`config.mk`:
```
export PLATFORM = sky130hd
export DESIGN_NAME = dsp_read_channel
export DESIGN_NICKNAME = d
export VERILOG_FILES = /design/src/rtl/dsp_read_channel.sv
export SDC_FILE = /design/constraint.sdc
export NUM_CORES = 1
export LEC_CHECK = 0
export ABC_CLOCK_PERIOD_IN_PS = 4100
export CORE_AREA = 5 5 103 105
export CTS_CLUSTER_DIAMETER = 80
export DETAILED_ROUTE_END_ITERATION = 10
export DIE_AREA = 0 0 108 110
export PLACE_DENSITY = 0.72
export SETUP_SLACK_MARGIN = 0.1
export SYNTH_ARGS = -nofsm -noshare
export SYNTH_HDL_FRONTEND = slang
export SYNTH_SLANG_ARGS = --single-unit
```
`constraint.sdc`:
```
create_clock -name ACLK_i -period 4.1 [get_ports ACLK_i]
set_clock_uncertainty 0.15 [all_clocks]
set_input_delay 0.82 -clock ACLK_i [delete_from_list [all_inputs] [get_ports ACLK_i]]
set_output_delay 0.82 -clock ACLK_i [all_outputs]
set_load 0.02 [all_outputs]
```
`src/rtl/dsp_read_channel.sv`:
```
// Read-side dispatcher for one AXI4 master port: routes AR beats to slave arbiters and returns R bursts in issue order.
// Optional macro DSP_RD_R_SLICE_EN inserts a 2-entry registered skid slice on the R path to the master.
module dsp_read_channel #(
    parameter int SLV_AMT           = 2,
    parameter int OUTSTANDING_AMT   = 8,
    parameter int DATA_WIDTH        = 32,
    parameter int ADDR_WIDTH        = 32,
    parameter int TRANS_MST_ID_W    = 5,
    parameter int TRANS_BURST_W     = 2,
    parameter int TRANS_DATA_LEN_W  = 3,
    parameter int TRANS_DATA_SIZE_W = 3,
    parameter int TRANS_RD_RESP_W   = 2,
    parameter int SLV_ID_W          = $clog2(SLV_AMT),
    parameter int SLV_ID_MSB_IDX    = 30,
    parameter int SLV_ID_LSB_IDX    = 30
) (
    input  logic                                      ACLK_i,
    input  logic                                      ARESETn_i,
    input  logic [TRANS_MST_ID_W-1:0]                 m_ARID_i,
    input  logic [ADDR_WIDTH-1:0]                     m_ARADDR_i,
    input  logic [TRANS_BURST_W-1:0]                  m_ARBURST_i,
    input  logic [TRANS_DATA_LEN_W-1:0]               m_ARLEN_i,
    input  logic [TRANS_DATA_SIZE_W-1:0]              m_ARSIZE_i,
    input  logic                                      m_ARVALID_i,
    output logic                                      m_ARREADY_o,
    output logic [TRANS_MST_ID_W-1:0]                 m_RID_o,
    output logic [DATA_WIDTH-1:0]                     m_RDATA_o,
    output logic [TRANS_RD_RESP_W-1:0]                m_RRESP_o,
    output logic                                      m_RLAST_o,
    output logic                                      m_RVALID_o,
    input  logic                                      m_RREADY_i,
    output logic [TRANS_MST_ID_W*SLV_AMT-1:0]         sa_ARID_o,
    output logic [ADDR_WIDTH*SLV_AMT-1:0]             sa_ARADDR_o,
    output logic [TRANS_BURST_W*SLV_AMT-1:0]          sa_ARBURST_o,
    output logic [TRANS_DATA_LEN_W*SLV_AMT-1:0]       sa_ARLEN_o,
    output logic [TRANS_DATA_SIZE_W*SLV_AMT-1:0]      sa_ARSIZE_o,
    output logic [SLV_AMT-1:0]                        sa_ARVALID_o,
    input  logic [SLV_AMT-1:0]                        sa_ARREADY_i,
    output logic [SLV_AMT-1:0]                        sa_AR_outst_full_o,
    input  logic [TRANS_MST_ID_W*SLV_AMT-1:0]         sa_RID_i,
    input  logic [DATA_WIDTH*SLV_AMT-1:0]             sa_RDATA_i,
    input  logic [TRANS_RD_RESP_W*SLV_AMT-1:0]        sa_RRESP_i,
    input  logic [SLV_AMT-1:0]                        sa_RLAST_i,
    input  logic [SLV_AMT-1:0]                        sa_RVALID_i,
    output logic [SLV_AMT-1:0]                        sa_RREADY_o
);

    localparam int PTR_W = $clog2(OUTSTANDING_AMT);
    localparam int SEL_W = SLV_ID_MSB_IDX - SLV_ID_LSB_IDX + 1;

    typedef struct packed {
        logic [TRANS_MST_ID_W-1:0]  id;
        logic [DATA_WIDTH-1:0]      data;
        logic [TRANS_RD_RESP_W-1:0] resp;
        logic                       last;
    } r_beat_t;

    logic [PTR_W:0]          wr_ptr;
    logic [PTR_W:0]          rd_ptr;
    logic [SLV_ID_W-1:0]     fifo_q [OUTSTANDING_AMT];
    logic                    fifo_full;
    logic                    fifo_empty;
    logic [SEL_W-1:0]        ar_sel;
    logic [SLV_ID_W-1:0]     ar_sel_id;
    logic [SLV_AMT-1:0]      ar_match;
    logic                    ar_push;
    logic [SLV_ID_W-1:0]     head_id;
    logic [SLV_AMT-1:0]      head_sel;
    r_beat_t                 mux_beat;
    logic                    mux_rvalid;
    logic                    r_beat_ready;
    logic                    r_pop;

    assign fifo_empty = (wr_ptr == rd_ptr);
    assign fifo_full  = (wr_ptr[PTR_W-1:0] == rd_ptr[PTR_W-1:0]) && (wr_ptr[PTR_W] != rd_ptr[PTR_W]);

    // Out-of-range slave indices match no port, so the AR is never accepted.
    assign ar_sel = m_ARADDR_i[SLV_ID_MSB_IDX:SLV_ID_LSB_IDX];

    always_comb begin
        ar_match  = '0;
        ar_sel_id = '0;
        for (int k = 0; k < SLV_AMT; k++) begin
            if (32'(ar_sel) == 32'(k)) begin
                ar_match[k] = 1'b1;
                ar_sel_id   = SLV_ID_W'(k);
            end
        end
    end

    assign m_ARREADY_o  = ARESETn_i & ~fifo_full & (|(ar_match & sa_ARREADY_i));
    assign sa_ARVALID_o = (ARESETn_i && m_ARVALID_i && !fifo_full) ? ar_match : '0;
    assign ar_push      = m_ARVALID_i & m_ARREADY_o;

    assign sa_ARID_o          = ARESETn_i ? {SLV_AMT{m_ARID_i}}    : '0;
    assign sa_ARADDR_o        = ARESETn_i ? {SLV_AMT{m_ARADDR_i}}  : '0;
    assign sa_ARBURST_o       = ARESETn_i ? {SLV_AMT{m_ARBURST_i}} : '0;
    assign sa_ARLEN_o         = ARESETn_i ? {SLV_AMT{m_ARLEN_i}}   : '0;
    assign sa_ARSIZE_o        = ARESETn_i ? {SLV_AMT{m_ARSIZE_i}}  : '0;
    assign sa_AR_outst_full_o = {SLV_AMT{fifo_full}};

    always_ff @(posedge ACLK_i or negedge ARESETn_i) begin
        if (!ARESETn_i) begin
            wr_ptr <= '0;
            rd_ptr <= '0;
            for (int i = 0; i < OUTSTANDING_AMT; i++) begin
                fifo_q[i] <= '0;
            end
        end else begin
            if (ar_push) begin
                fifo_q[wr_ptr[PTR_W-1:0]] <= ar_sel_id;
                wr_ptr                    <= wr_ptr + (PTR_W+1)'(1);
            end
            if (r_pop) begin
                rd_ptr <= rd_ptr + (PTR_W+1)'(1);
            end
        end
    end

    // Slot 0 is selected while empty so the mux never forwards an unwritten entry.
    assign head_id = fifo_empty ? '0 : fifo_q[rd_ptr[PTR_W-1:0]];

    always_comb begin
        mux_beat   = '0;
        mux_rvalid = 1'b0;
        head_sel   = '0;
        for (int k = 0; k < SLV_AMT; k++) begin
            if (head_id == SLV_ID_W'(k)) begin
                head_sel[k]   = 1'b1;
                mux_beat.id   = sa_RID_i[TRANS_MST_ID_W*k +: TRANS_MST_ID_W];
                mux_beat.data = sa_RDATA_i[DATA_WIDTH*k +: DATA_WIDTH];
                mux_beat.resp = sa_RRESP_i[TRANS_RD_RESP_W*k +: TRANS_RD_RESP_W];
                mux_beat.last = sa_RLAST_i[k];
                mux_rvalid    = sa_RVALID_i[k] & ~fifo_empty;
            end
        end
    end

    assign sa_RREADY_o = (ARESETn_i && !fifo_empty && r_beat_ready) ? head_sel : '0;

`ifdef DSP_RD_R_SLICE_EN
    r_beat_t     slice_q [2];
    logic        slice_wr;
    logic        slice_rd;
    logic [1:0]  slice_cnt;
    logic        slice_full;
    logic        slice_in;
    logic        slice_out;

    assign slice_full   = (slice_cnt == 2'd2);
    assign slice_in     = mux_rvalid & ~slice_full;
    assign slice_out    = (slice_cnt != 2'd0) & m_RREADY_i;
    assign r_beat_ready = ~slice_full;
    // The burst retires from the order FIFO as soon as its last beat is captured.
    assign r_pop        = slice_in & mux_beat.last;

    always_ff @(posedge ACLK_i or negedge ARESETn_i) begin
        if (!ARESETn_i) begin
            slice_q[0] <= '0;
            slice_q[1] <= '0;
            slice_wr   <= 1'b0;
            slice_rd   <= 1'b0;
            slice_cnt  <= 2'd0;
        end else begin
            if (slice_in) begin
                slice_q[slice_wr] <= mux_beat;
                slice_wr          <= ~slice_wr;
            end
            if (slice_out) begin
                slice_rd <= ~slice_rd;
            end
            slice_cnt <= slice_cnt + 2'(slice_in) - 2'(slice_out);
        end
    end

    assign m_RVALID_o = (slice_cnt != 2'd0);
    assign m_RID_o    = slice_q[slice_rd].id;
    assign m_RDATA_o  = slice_q[slice_rd].data;
    assign m_RRESP_o  = slice_q[slice_rd].resp;
    assign m_RLAST_o  = slice_q[slice_rd].last;
`else
    assign r_beat_ready = m_RREADY_i;
    assign m_RVALID_o   = ARESETn_i & mux_rvalid;
    assign m_RID_o      = ARESETn_i ? mux_beat.id   : '0;
    assign m_RDATA_o    = ARESETn_i ? mux_beat.data : '0;
    assign m_RRESP_o    = ARESETn_i ? mux_beat.resp : '0;
    assign m_RLAST_o    = ARESETn_i ? mux_beat.last : 1'b0;
    assign r_pop        = m_RVALID_o & m_RREADY_i & m_RLAST_o;
`endif

endmodule
```
=== After elaboration in Yosys (flattened, before gate mapping) ===
Cells that the tools add are included.
W data, S select, Z words.

* Input port bits: 133
* Word-level logic and storage cells: 64
* Flip-flop bits (word level): 16
* Output and inout bits: 138

* Multiplexer cells: 24
* Reduce and logical (&&, ||, !) cells: 9
* Order comparisons: 3
* Add/subtract/negate cells: 2
* Equal/unequal tests: 3
* Bitwise gates (word level): 13

{| class="wikitable"
|+ Operators with widths
! kind !! number
|-
| $mux W64 || 1
|-
| $mux W40 || 1
|-
| $mux W32 || 1
|-
| $mux W6 || 2
|-
| $mux W1 || 10
|-
| $mux W10 || 1
|-
| $add A4 B1 Y4 const B || 2
|-
| $and A1 B1 Y1 || 8
|-
| $bwmux W8 || 1
|-
| $ge A4 B4 Y1 const B || 2
|-
| $not A3 Y4 || 2
|-
| $logic_and A1 B1 Y1 || 6
|-
| $mux W2 || 3
|-
| $mux W5 || 1
|-
| $eq A4 B4 Y1 || 1
|-
| $lt A4 B1 Y1 const B || 1
|-
| $mux W4 || 1
|-
| $bmux W1 S3 || 1
|-
| $demux W1 S3 || 1
|-
| $eq A3 B3 Y1 || 1
|-
| $and A2 B2 Y2 || 1
|-
| $logic_not A1 Y1 || 2
|-
| $not A1 Y1 || 2
|-
| $reduce_or A2 Y1 || 1
|-
| $ne A1 B1 Y1 || 1
|}

=== Depth between registers and ports, before layout ===
Gate-level depths: netlist of run 1.

* Depth in word-level cells: 9
* Mapped depth: 9
* Gate-level depth less buffers: 5

=== Worst setup path before layout of run 1 ===
Ideal clock, no wire load.

* Kind: register to output
* Start: reg rd_ptr[0]
* End: out m_RDATA_o[22]
* Data required time: 3130 ps
* Cell stages (with the launch flop): 10
* Path slack: 859 ps
* Path buffers: 4
* Arrival: 2271 ps
* Cells stage by stage: dfrtp_1 buf_6 mux2_4 mux4_2 and2_1 clkbuf_1 buf_6 buf_6 mux2i_1 nor2_1

* Cells in the longest elaborated chain, start to end: 7
* Elaborated cells between the ends (all ways): 8
* Classes of those cells: eq/ne: 1; mux: 6; bitwise: 1

{| class="wikitable"
|+ Ends and longest elaborated chain
! element !! line !! source
|-
| start: declaration || 59 || <nowiki>logic [PTR_W:0] rd_ptr;</nowiki>
|-
| start signal: assignment || 115 || <nowiki>rd_ptr <= rd_ptr + (PTR_W+1)'(1);</nowiki>
|-
| $not A3 Y4 (implied by the code) || 121 || <nowiki>assign head_id = fifo_empty ? '0 : fifo_q[rd_ptr[PTR_W-1:0]];</nowiki>
|-
| $bmux W1 S3 || 121 ||
|-
| $mux W1 (implied by the code) (2 in a row) || 121 ||
|-
| $mux W1 * || 121 ||
|-
| $mux W40 * || 128 || <nowiki>if (head_id == SLV_ID_W'(k)) begin</nowiki>
|-
| $mux W32 * || 185 || <nowiki>assign m_RDATA_o = ARESETn_i ? mux_beat.data : '0;</nowiki>
|-
| end: declaration || 27 || <nowiki>output logic [DATA_WIDTH-1:0] m_RDATA_o,</nowiki>
|}

Every way passes the cells marked *; elsewhere a longest branch is shown, timed or not. The select of a mux whose other input is x is not followed.

=== Worst setup path after layout of run 1 ===
* Start: reg rd_ptr[0]
* End: out m_RRESP_o[0]

* Cells in the longest elaborated chain, start to end: 7
* Elaborated cells between the ends (all ways): 8
* Classes of those cells: eq/ne: 1; mux: 6; bitwise: 1

{| class="wikitable"
|+ Ends and longest elaborated chain
! element !! line !! source
|-
| $not A3 Y4 (implied by the code) || 121 ||
|-
| $bmux W1 S3 || 121 ||
|-
| $mux W1 (implied by the code) (2 in a row) || 121 ||
|-
| $mux W1 * || 121 ||
|-
| $mux W40 * || 128 ||
|-
| $mux W2 * || 186 || <nowiki>assign m_RRESP_o = ARESETn_i ? mux_beat.resp : '0;</nowiki>
|-
| end: declaration || 28 || <nowiki>output logic [TRANS_RD_RESP_W-1:0] m_RRESP_o,</nowiki>
|}

Marked as above.

==> summary by stage, run 1 <==
Detailed routing
The DRC violations left is 0. In the final routed layout, each cell accounts on average for 17.3 um. The number of nets still failing antenna checks after routing is 0. The total wirelength of the detailed-routed design is 10800 um.

The count of routing violations after the opening detailed-route iteration is 121. The routed via count is 2635. After detailed routing, the number of vias per cell comes to 4.21. Before antenna repair, the detailed router went through 4 iterations.

Die
The overall die area is 11900 um^2. The floorplan has 36 rows. The total core area is 9550 um^2. Once the floorplan was initialized, standard cells occupied 24.5% of the core.

The overall die height is 110 um. The total I/O pin count is 271. From left edge to right edge, the die measures 108 um.

Setup path
The endpoint of the worst setup timing path is m_RRESP_o[0]. The source of the worst register-to-register timing path is rd_ptr[0]. The path depth of the worst reg2reg path is 6. The startpoint kind of the worst setup timing path is a flop. Of all nets on the critical path, the largest fanout is 18. The worst register-to-register path has a setup slack of 1540 ps.

The arrival time reported for the critical path endpoint is 2940 ps. The required time of the critical path is 3130 ps. In this run the worst setup path begins at rd_ptr[0]. The endpoint of the worst register-to-register path is fifo_q[3]. STA classifies the critical path endpoint as a primary output. The critical path is of the flop to primary output type.

Synth
Summed over all instances, the cell type with the most area after synthesis is sky130_fd_sc_hd__mux2i_1. The per-instance average area after synthesis is 8.35 um^2. The top cell type by area accounts for 19.3% of the synthesized area.

The number of nets produced by synthesis is 415. Summing every instance area after synthesis gives 2340 um^2. The number of enable-type register cells in the synthesized netlist is 0. During synthesis, Yosys emitted a total of 0 warnings. The most instantiated library cell after synthesis is sky130_fd_sc_hd__buf_4. The top flip-flop cell by instance count after synthesis is sky130_fd_sc_hd__dfrtp_1. Counting every instance in the synthesized netlist gives 280.

The fraction of synthesis flops using an asynchronous set or reset pin is 100%. The commonest cells after synthesis are sky130_fd_sc_hd__buf_4, sky130_fd_sc_hd__and2_1, sky130_fd_sc_hd__nor2_1. The number of different library cells used by synthesis comes to 34.

Yosys attributes the largest share of cell area to sky130_fd_sc_hd__mux2i_1, sky130_fd_sc_hd__dfrtp_1, sky130_fd_sc_hd__buf_4. Sequential cells were found to cover 17.1% of the synthesized design area. In this run, synthesis produced a sequential element count of 16.

Timing
The relative slew slack is 57.0%. The achievable frequency is 256 MHz. The worst path uses 95.3% of the clock period.

The clock period could shrink to 3910 ps. Setup repair after global routing left no endpoint under its margin. The max-slew violation total from the final report was 0. The number of hold violations in the final report is 0. The final-layout setup total negative slack is 0 ps.

The post-route worst hold slack is 372 ps. At the pin with the least slew margin, the transition time is 626 ps. The total of endpoints with negative setup slack in the final report is 0.

Job
Across the run, the number of max-cap violations was 0.

GRT
The number of antenna violations at the first check in global routing is 0. The via count of the first global-routing pass is 2594. The first global-routing pass estimated 15100 um of wire. For this run the aggregate overflow at the end of global routing stands at 0. The pin count of the biggest net entering global routing is 62. The global-route usage over all layers is 16.2%.

Pwr
Power spread over the standard cell area amounts to 472 nW/um^2. Summed over all cells, the static leakage comes to 2.14 nW. The peak supply drop is 0.308 mV.

CTS
The CTS root buffer is sky130_fd_sc_hd__clkbuf_8. In this run the number of H-tree levels came out at 1. The clock insertion delay at the later pin of the skew report is 250 ps. The number of clock sinks seen by CTS is 16. The TritonCTS clock tree is done. The clock edge transition at the registers on the reported setup and hold paths is 60 ps. The buffer levels on the longest clock path is 2. Counting the buffers created by CTS gives 3.

Placed design
The congestion estimate from routability-driven global placement came to 0.789. During placement, the flow inserted port buffers numbering 270. Summed over all nets, the half-perimeter wirelength after detailed placement is 9480 um.

Final layout
The number of filler cells placed in the layout is 923. The layout overhead on the synthesized area is 110%. The sequential standard cell area is 402 um^2.

The combined area of the multi-input logic cells is 1470 um^2. After the last flow step, the layout net total stands at 629. The number of antenna diodes in the final layout is 0. Of the cells placed in the final design, the portion with a size suffix greater than 1 is 5.68%.

Status
The flow ran to the end, and the final reports show no timing, DRC or antenna violations.

Hold path
In this run the worst hold path is classified as flop to flop. Along the worst hold path, the cell count comes to 1.
per-stage QoR:
| stage | power [mW] | util (%) | std cells | area (um^2) | setup slack [ps] |
|---|---|---|---|---|---|
| after global routing | 2.46 | 51.4 | 626 | 4910 | 98.8 |
| final | 2.31 | 51.4 | 626 | 4910 | 193 |
| after floorplan | 1.54 | - | 280 | 2340 | 859 |
| after detailed placement | 2.20 | 50.3 | 621 | 4800 | 328 |
| after global placement | 2.17 | 50.3 | 621 | 4800 | 389 |
| after CTS | 2.34 | 50.9 | 625 | 4860 | 153 |
where the power goes:
part           switching (mW)  internal (mW)
Sequential              0.124          0.228
Clock                  0.0518         0.0851
Combinational           0.865          0.961
Total                    1.04           1.27
state kept, by name, indices dropped and copies added, names as in the netlist:
register  count
fifo_q        8
wr_ptr        4
rd_ptr        4
how the worst min path moves through the flow:
stage                    from   endpoint
global placement    fifo_q[1]  fifo_q[1]
finish              wr_ptr[3]  wr_ptr[3]
floorplan           fifo_q[5]  fifo_q[5]
detailed placement  rd_ptr[3]  rd_ptr[3]
CTS                 wr_ptr[3]  wr_ptr[3]
global route        rd_ptr[3]  rd_ptr[3]
layout make-up:
type | instances | area share [%]
Clock buffer | 4 | 1.12
Inverter | 2 | 0.153
Multi-Input combinational cell | 195 | 30.0
Sequential cell | 16 | 8.18
Tap cell | 133 | 3.39
Timing Repair Buffer | 276 | 57.2
placed cells by master, fill, tap and decap left out, types with 2 or more instances in the layout:
cell	instances
sky130_fd_sc_hd__dlymetal6s2s_1	17
sky130_fd_sc_hd__buf_12	2
sky130_fd_sc_hd__dfrtp_1	15
sky130_fd_sc_hd__clkdlybuf4s50_1	250
sky130_fd_sc_hd__nor2_1	46
sky130_fd_sc_hd__mux4_2	2
sky130_fd_sc_hd__nand2_1	6
sky130_fd_sc_hd__and2_1	45
sky130_fd_sc_hd__nand3_1	6
sky130_fd_sc_hd__mux2_2	2
sky130_fd_sc_hd__mux2_4	3
sky130_fd_sc_hd__nand4b_1	3
sky130_fd_sc_hd__nor4b_2	2
sky130_fd_sc_hd__clkbuf_8	4
sky130_fd_sc_hd__mux2i_1	45
sky130_fd_sc_hd__xnor2_1	6
sky130_fd_sc_hd__xor2_1	5
sky130_fd_sc_hd__ha_1	2
sky130_fd_sc_hd__buf_4	6
sky130_fd_sc_hd__mux2_1	8
worst max-delay path, cell delays in order (launching register included):
cell and delay (ps):
sky130_fd_sc_hd__dfrtp_2 480, sky130_fd_sc_hd__mux2_1 350, sky130_fd_sc_hd__mux4_2 500, sky130_fd_sc_hd__and2_2 300
sky130_fd_sc_hd__buf_12 200, sky130_fd_sc_hd__mux2i_1 120, sky130_fd_sc_hd__nor2_1 100, sky130_fd_sc_hd__clkdlybuf4s50_1 620
cells by family (layout without fill, tap and decap cells):
group	Yosys count	after routing	synth area share, %
AND/OR/NAND/NOR	115	115	26.3
buffers and inverters	69	282	19.9
multiplexers	60	60	27.9
flip-flops	16	16	17.1
XOR/XNOR	11	11	4.12
AO/OA/AOI/OAI	7	7	3.48
adder cells (fa/ha/maj)	2	2	1.07
per-layer routing:
metal / wire length [um] / vias to the layer above / track usage (%)
met5: 0 / - / 0
met4: 87 / 0 / 1.62
met2: 5900 / 103 / 31.4
met1: 4130 / 1212 / 19.0
met3: 727 / 8 / 3.15
li1: - / 1312 / -
what timing repair did:
action | 4_1_cts | 5_1_grt
gates resized for setup | 1 | 17
buffers inserted | 0 | 1
endpoints found under the setup margin | 21 | 24
hold buffers | 0 | 0
Power figures use the tool's default switching activity.
==> inputs of run 2 (changes only) <==
--- a/config.mk
+++ b/config.mk
@@ -5,7 +5,6 @@
 export SDC_FILE = /design/constraint.sdc
 export NUM_CORES = 1
 export LEC_CHECK = 0
-export ABC_CLOCK_PERIOD_IN_PS = 4100
 export CORE_AREA = 5 5 103 105
 export CTS_CLUSTER_DIAMETER = 80
 export DETAILED_ROUTE_END_ITERATION = 10
==> results of run 2 <==
No change in the layout: final DEF, timing and power equal those of run 1.
==> inputs of run 3 (changes only) <==
--- a/config.mk
+++ b/config.mk
@@ -5,11 +5,11 @@
 export SDC_FILE = /design/constraint.sdc
 export NUM_CORES = 1
 export LEC_CHECK = 0
-export CORE_AREA = 5 5 103 105
+export CORE_MARGIN = 5
+export CORE_UTILIZATION = 25
 export CTS_CLUSTER_DIAMETER = 80
 export DETAILED_ROUTE_END_ITERATION = 10
-export DIE_AREA = 0 0 108 110
-export PLACE_DENSITY = 0.72
+export PLACE_DENSITY = 0.89
 export SETUP_SLACK_MARGIN = 0.1
 export SYNTH_ARGS = -nofsm -noshare
 export SYNTH_HDL_FRONTEND = slang
==> constraint.sdc (replaced) <==
create_clock -name ACLK_i -period 3.25 [get_ports ACLK_i]
set_clock_uncertainty 0.15 [all_clocks]
set_input_delay 0.65 -clock ACLK_i [delete_from_list [all_inputs] [get_ports ACLK_i]]
set_output_delay 0.65 -clock ACLK_i [all_outputs]
set_load 0.005 [all_outputs]
==> summary by stage, run 3 (synthesis gave the netlist of run 1 again) <==
Detailed routing
The first detailed-routing pass ran for 4 iterations. Summing over every cut layer, the via total after detailed routing is 2818. The count of routing violations after the opening detailed-route iteration is 105. After detailed routing, the number of remaining DRC violations is 0. The number of vias per cell after detailed routing is 4.48. For this block, the routed nets add up to 11400 um of wire. Dividing the detail-routed wire length by the instance count gives 18.2 um. The count of nets left with antenna violations once routing finished came out at 0.

Timing
The total of endpoints with negative setup slack in the final report is 0. Headroom to the max-slew limit came out at 65.3%. Of the available clock period, the critical path in the final layout requires 99.5%. Setup repair after global routing could not meet its margin everywhere.

The worst path needs 3230 ps of the cycle, external delays included. The max-slew violation total from the final report came to 0. On the final layout, the worst hold slack is 342 ps. The transition time at the pin with the least slew margin is 521 ps. Timing would allow up to 309 MHz. The number of hold violations in the final report is 0. After layout, the worst setup slack is 16.5 ps.

CTS
The hold buffer count at CTS is 0. TritonCTS built the clock tree. The number of buffers created by CTS is 3.

The clock edge transition at the registers on the reported setup and hold paths is 60 ps. At the later pin of the worst-skew pair, clock insertion delay measures 250 ps. CTS built an H-tree with a depth of 1. The clock passes through at most 2 buffers.

The clock drives 16 sinks. In this run the clock root is driven by a sky130_fd_sc_hd__clkbuf_8.

Setup path
The kind of cell with the highest combined delay along the critical path is multiplexers. The arrival time reported for the critical path endpoint is 2430 ps. STA puts the critical path data required time at 2450 ps. The worst path buffer plus inverter count is 4. The signal on the critical path passes through mux2_4 -> mux4_2 -> and2_4 -> buf_6 -> buf_12 -> buf_6 -> mux2i_2 -> nor2_1 -> buf_2. The delay of the slowest cell on the worst path is 480 ps. The worst setup path is captured at a primary output. The startpoint kind of the worst setup timing path is a flop.

The setup path with the least slack is of type flop to primary output. The most numerous cell type found on the critical path is sky130_fd_sc_hd__buf_6. The largest fanout on the critical path is 6. Among all stages on the critical path, the largest delay is contributed by sky130_fd_sc_hd__mux4_2.

Final layout
The net count reported at finish is 653. The number of flip-flops in the largest register is 8. The most common cell after layout, fill and taps aside is sky130_fd_sc_hd__clkdlybuf4s50_1. The post-route standard cell area excluding fillers is 4960 um^2. In the final layout, the share of cells above drive strength 1 is 17.8%. The largest registers in the layout are fifo_q: 8 flops, rd_ptr: 4 flops, wr_ptr: 4 flops. The register with the most flip-flops is fifo_q. The number of filler cells placed in the layout is 837.

The library cells used most frequently in the layout, excluding fill and tap cells, are sky130_fd_sc_hd__clkdlybuf4s50_1, sky130_fd_sc_hd__nor2_1, sky130_fd_sc_hd__and2_1. The layout overhead on the synthesized area is 112%.

GRT
The total overflow left after global routing is 0. The number of antenna violations at the first check in global routing is 1. Global routing consumed, on the met1 layer, 22.3% of the routing resources. The met3 global-route usage is 3.85%.

The global-route wire length before repair is 16900 um. Entering global routing, the biggest net connects 62 pins. The global routing stage identified its most utilized layer as met2. For this run, global-route usage on met2 was measured as 34.2%. In the global route stage, overall resource usage came out at 18.6%. The via count of the first global-routing pass is 2902.

Placed design
During placement, the flow inserted port buffers numbering 270. The HPWL after detailed placement is 9650 um. The routability congestion estimate is 0.828.

Summing all placed instances gives a cell area of 4850 um^2. Before CTS, the worst setup slack after placement is -67.2 ps.

Die
The number of placement rows is 35. The die is 107 um wide. In this run the count of I/O pins placed on the die edge is 271. The overall die height is 107 um.

The effective utilization at floorplan is 25.4%. The floorplan step defined a die boundary enclosing 11400 um^2. The total core area is 9200 um^2.

Pwr
The power density over the cells is 651 nW/um^2. In this run the static leakage power is 2.09 nW. The worst-case IR drop observed on VDD is 0.323 mV.

Status
The run finished with clean final reports.

Job
The number of max-capacitance violations reported is 0.

Hold path
The worst hold path belongs to the class primary input to async pin.
## run 3: layout make-up
| class | instances | area, um^2 | share of cell area (%) |
|---|---|---|---|
| timing repair buffer | 300 | 2850 | 57.5 |
| multi-input combinational | 195 | 1500 | 30.2 |
| antenna | 1 | 2.50 | 0.0505 |
| tap | 111 | 139 | 2.80 |
| sequential | 16 | 402 | 8.10 |
| clock buffer | 4 | 55.1 | 1.11 |
| inverter | 2 | 7.51 | 0.151 |
## run 3: what timing repair did
item,in CTS,in global routing
resized for setup,143,21
buffers inserted,6,5
setup endpoints to repair,43,40
gates cloned,2,1
## run 3: final timing paths
kind	from	endpoint	slack, ps	cells past startpoint
setup / recovery	rd_ptr[0]	m_RDATA_o[3]	20	9
setup reg to reg	rd_ptr[0]	rd_ptr[1]	570	7
max in group asynchronous	ARESETn_i	rd_ptr[0]	2220	2
hold / removal	ARESETn_i	wr_ptr[0]	340	2
min in group ACLK_i	wr_ptr[3]	wr_ptr[3]	390	1
hold reg to reg	wr_ptr[3]	wr_ptr[3]	390	1
## run 3: power breakdown
group	internal, mW	total (mW)	switching (mW)
combinational	1.62	2.66	1.04
sequential	0.289	0.399	0.110
clock	0.107	0.171	0.0634
## run 3: metal layers
layer / share of wire, % / up-vias / wire length (um)
met5: 0 / - / 0
met1: 39 / 1324 / 4490
met2: 53 / 115 / 6040
li1: - / 1367 / -
met3: 6.4 / 12 / 735
met4: 1.3 / 0 / 150
## run 3: stage by stage
| step | power, mW | instances | utilization (%) | TNS (ps) |
|---|---|---|---|---|
| 2_1_floorplan | 1.65 | 280 | - | 0 |
| 3_5_place_dp | 2.57 | 610 | 52.7 | -490 |
| 5_1_grt | 3.45 | 629 | 53.9 | -631 |
| 3_3_place_gp | 2.49 | 610 | 52.7 | 0 |
| 4_1_cts | 2.99 | 622 | 53.1 | -34.0 |
| 6_report | 3.23 | 629 | 53.9 | 0 |
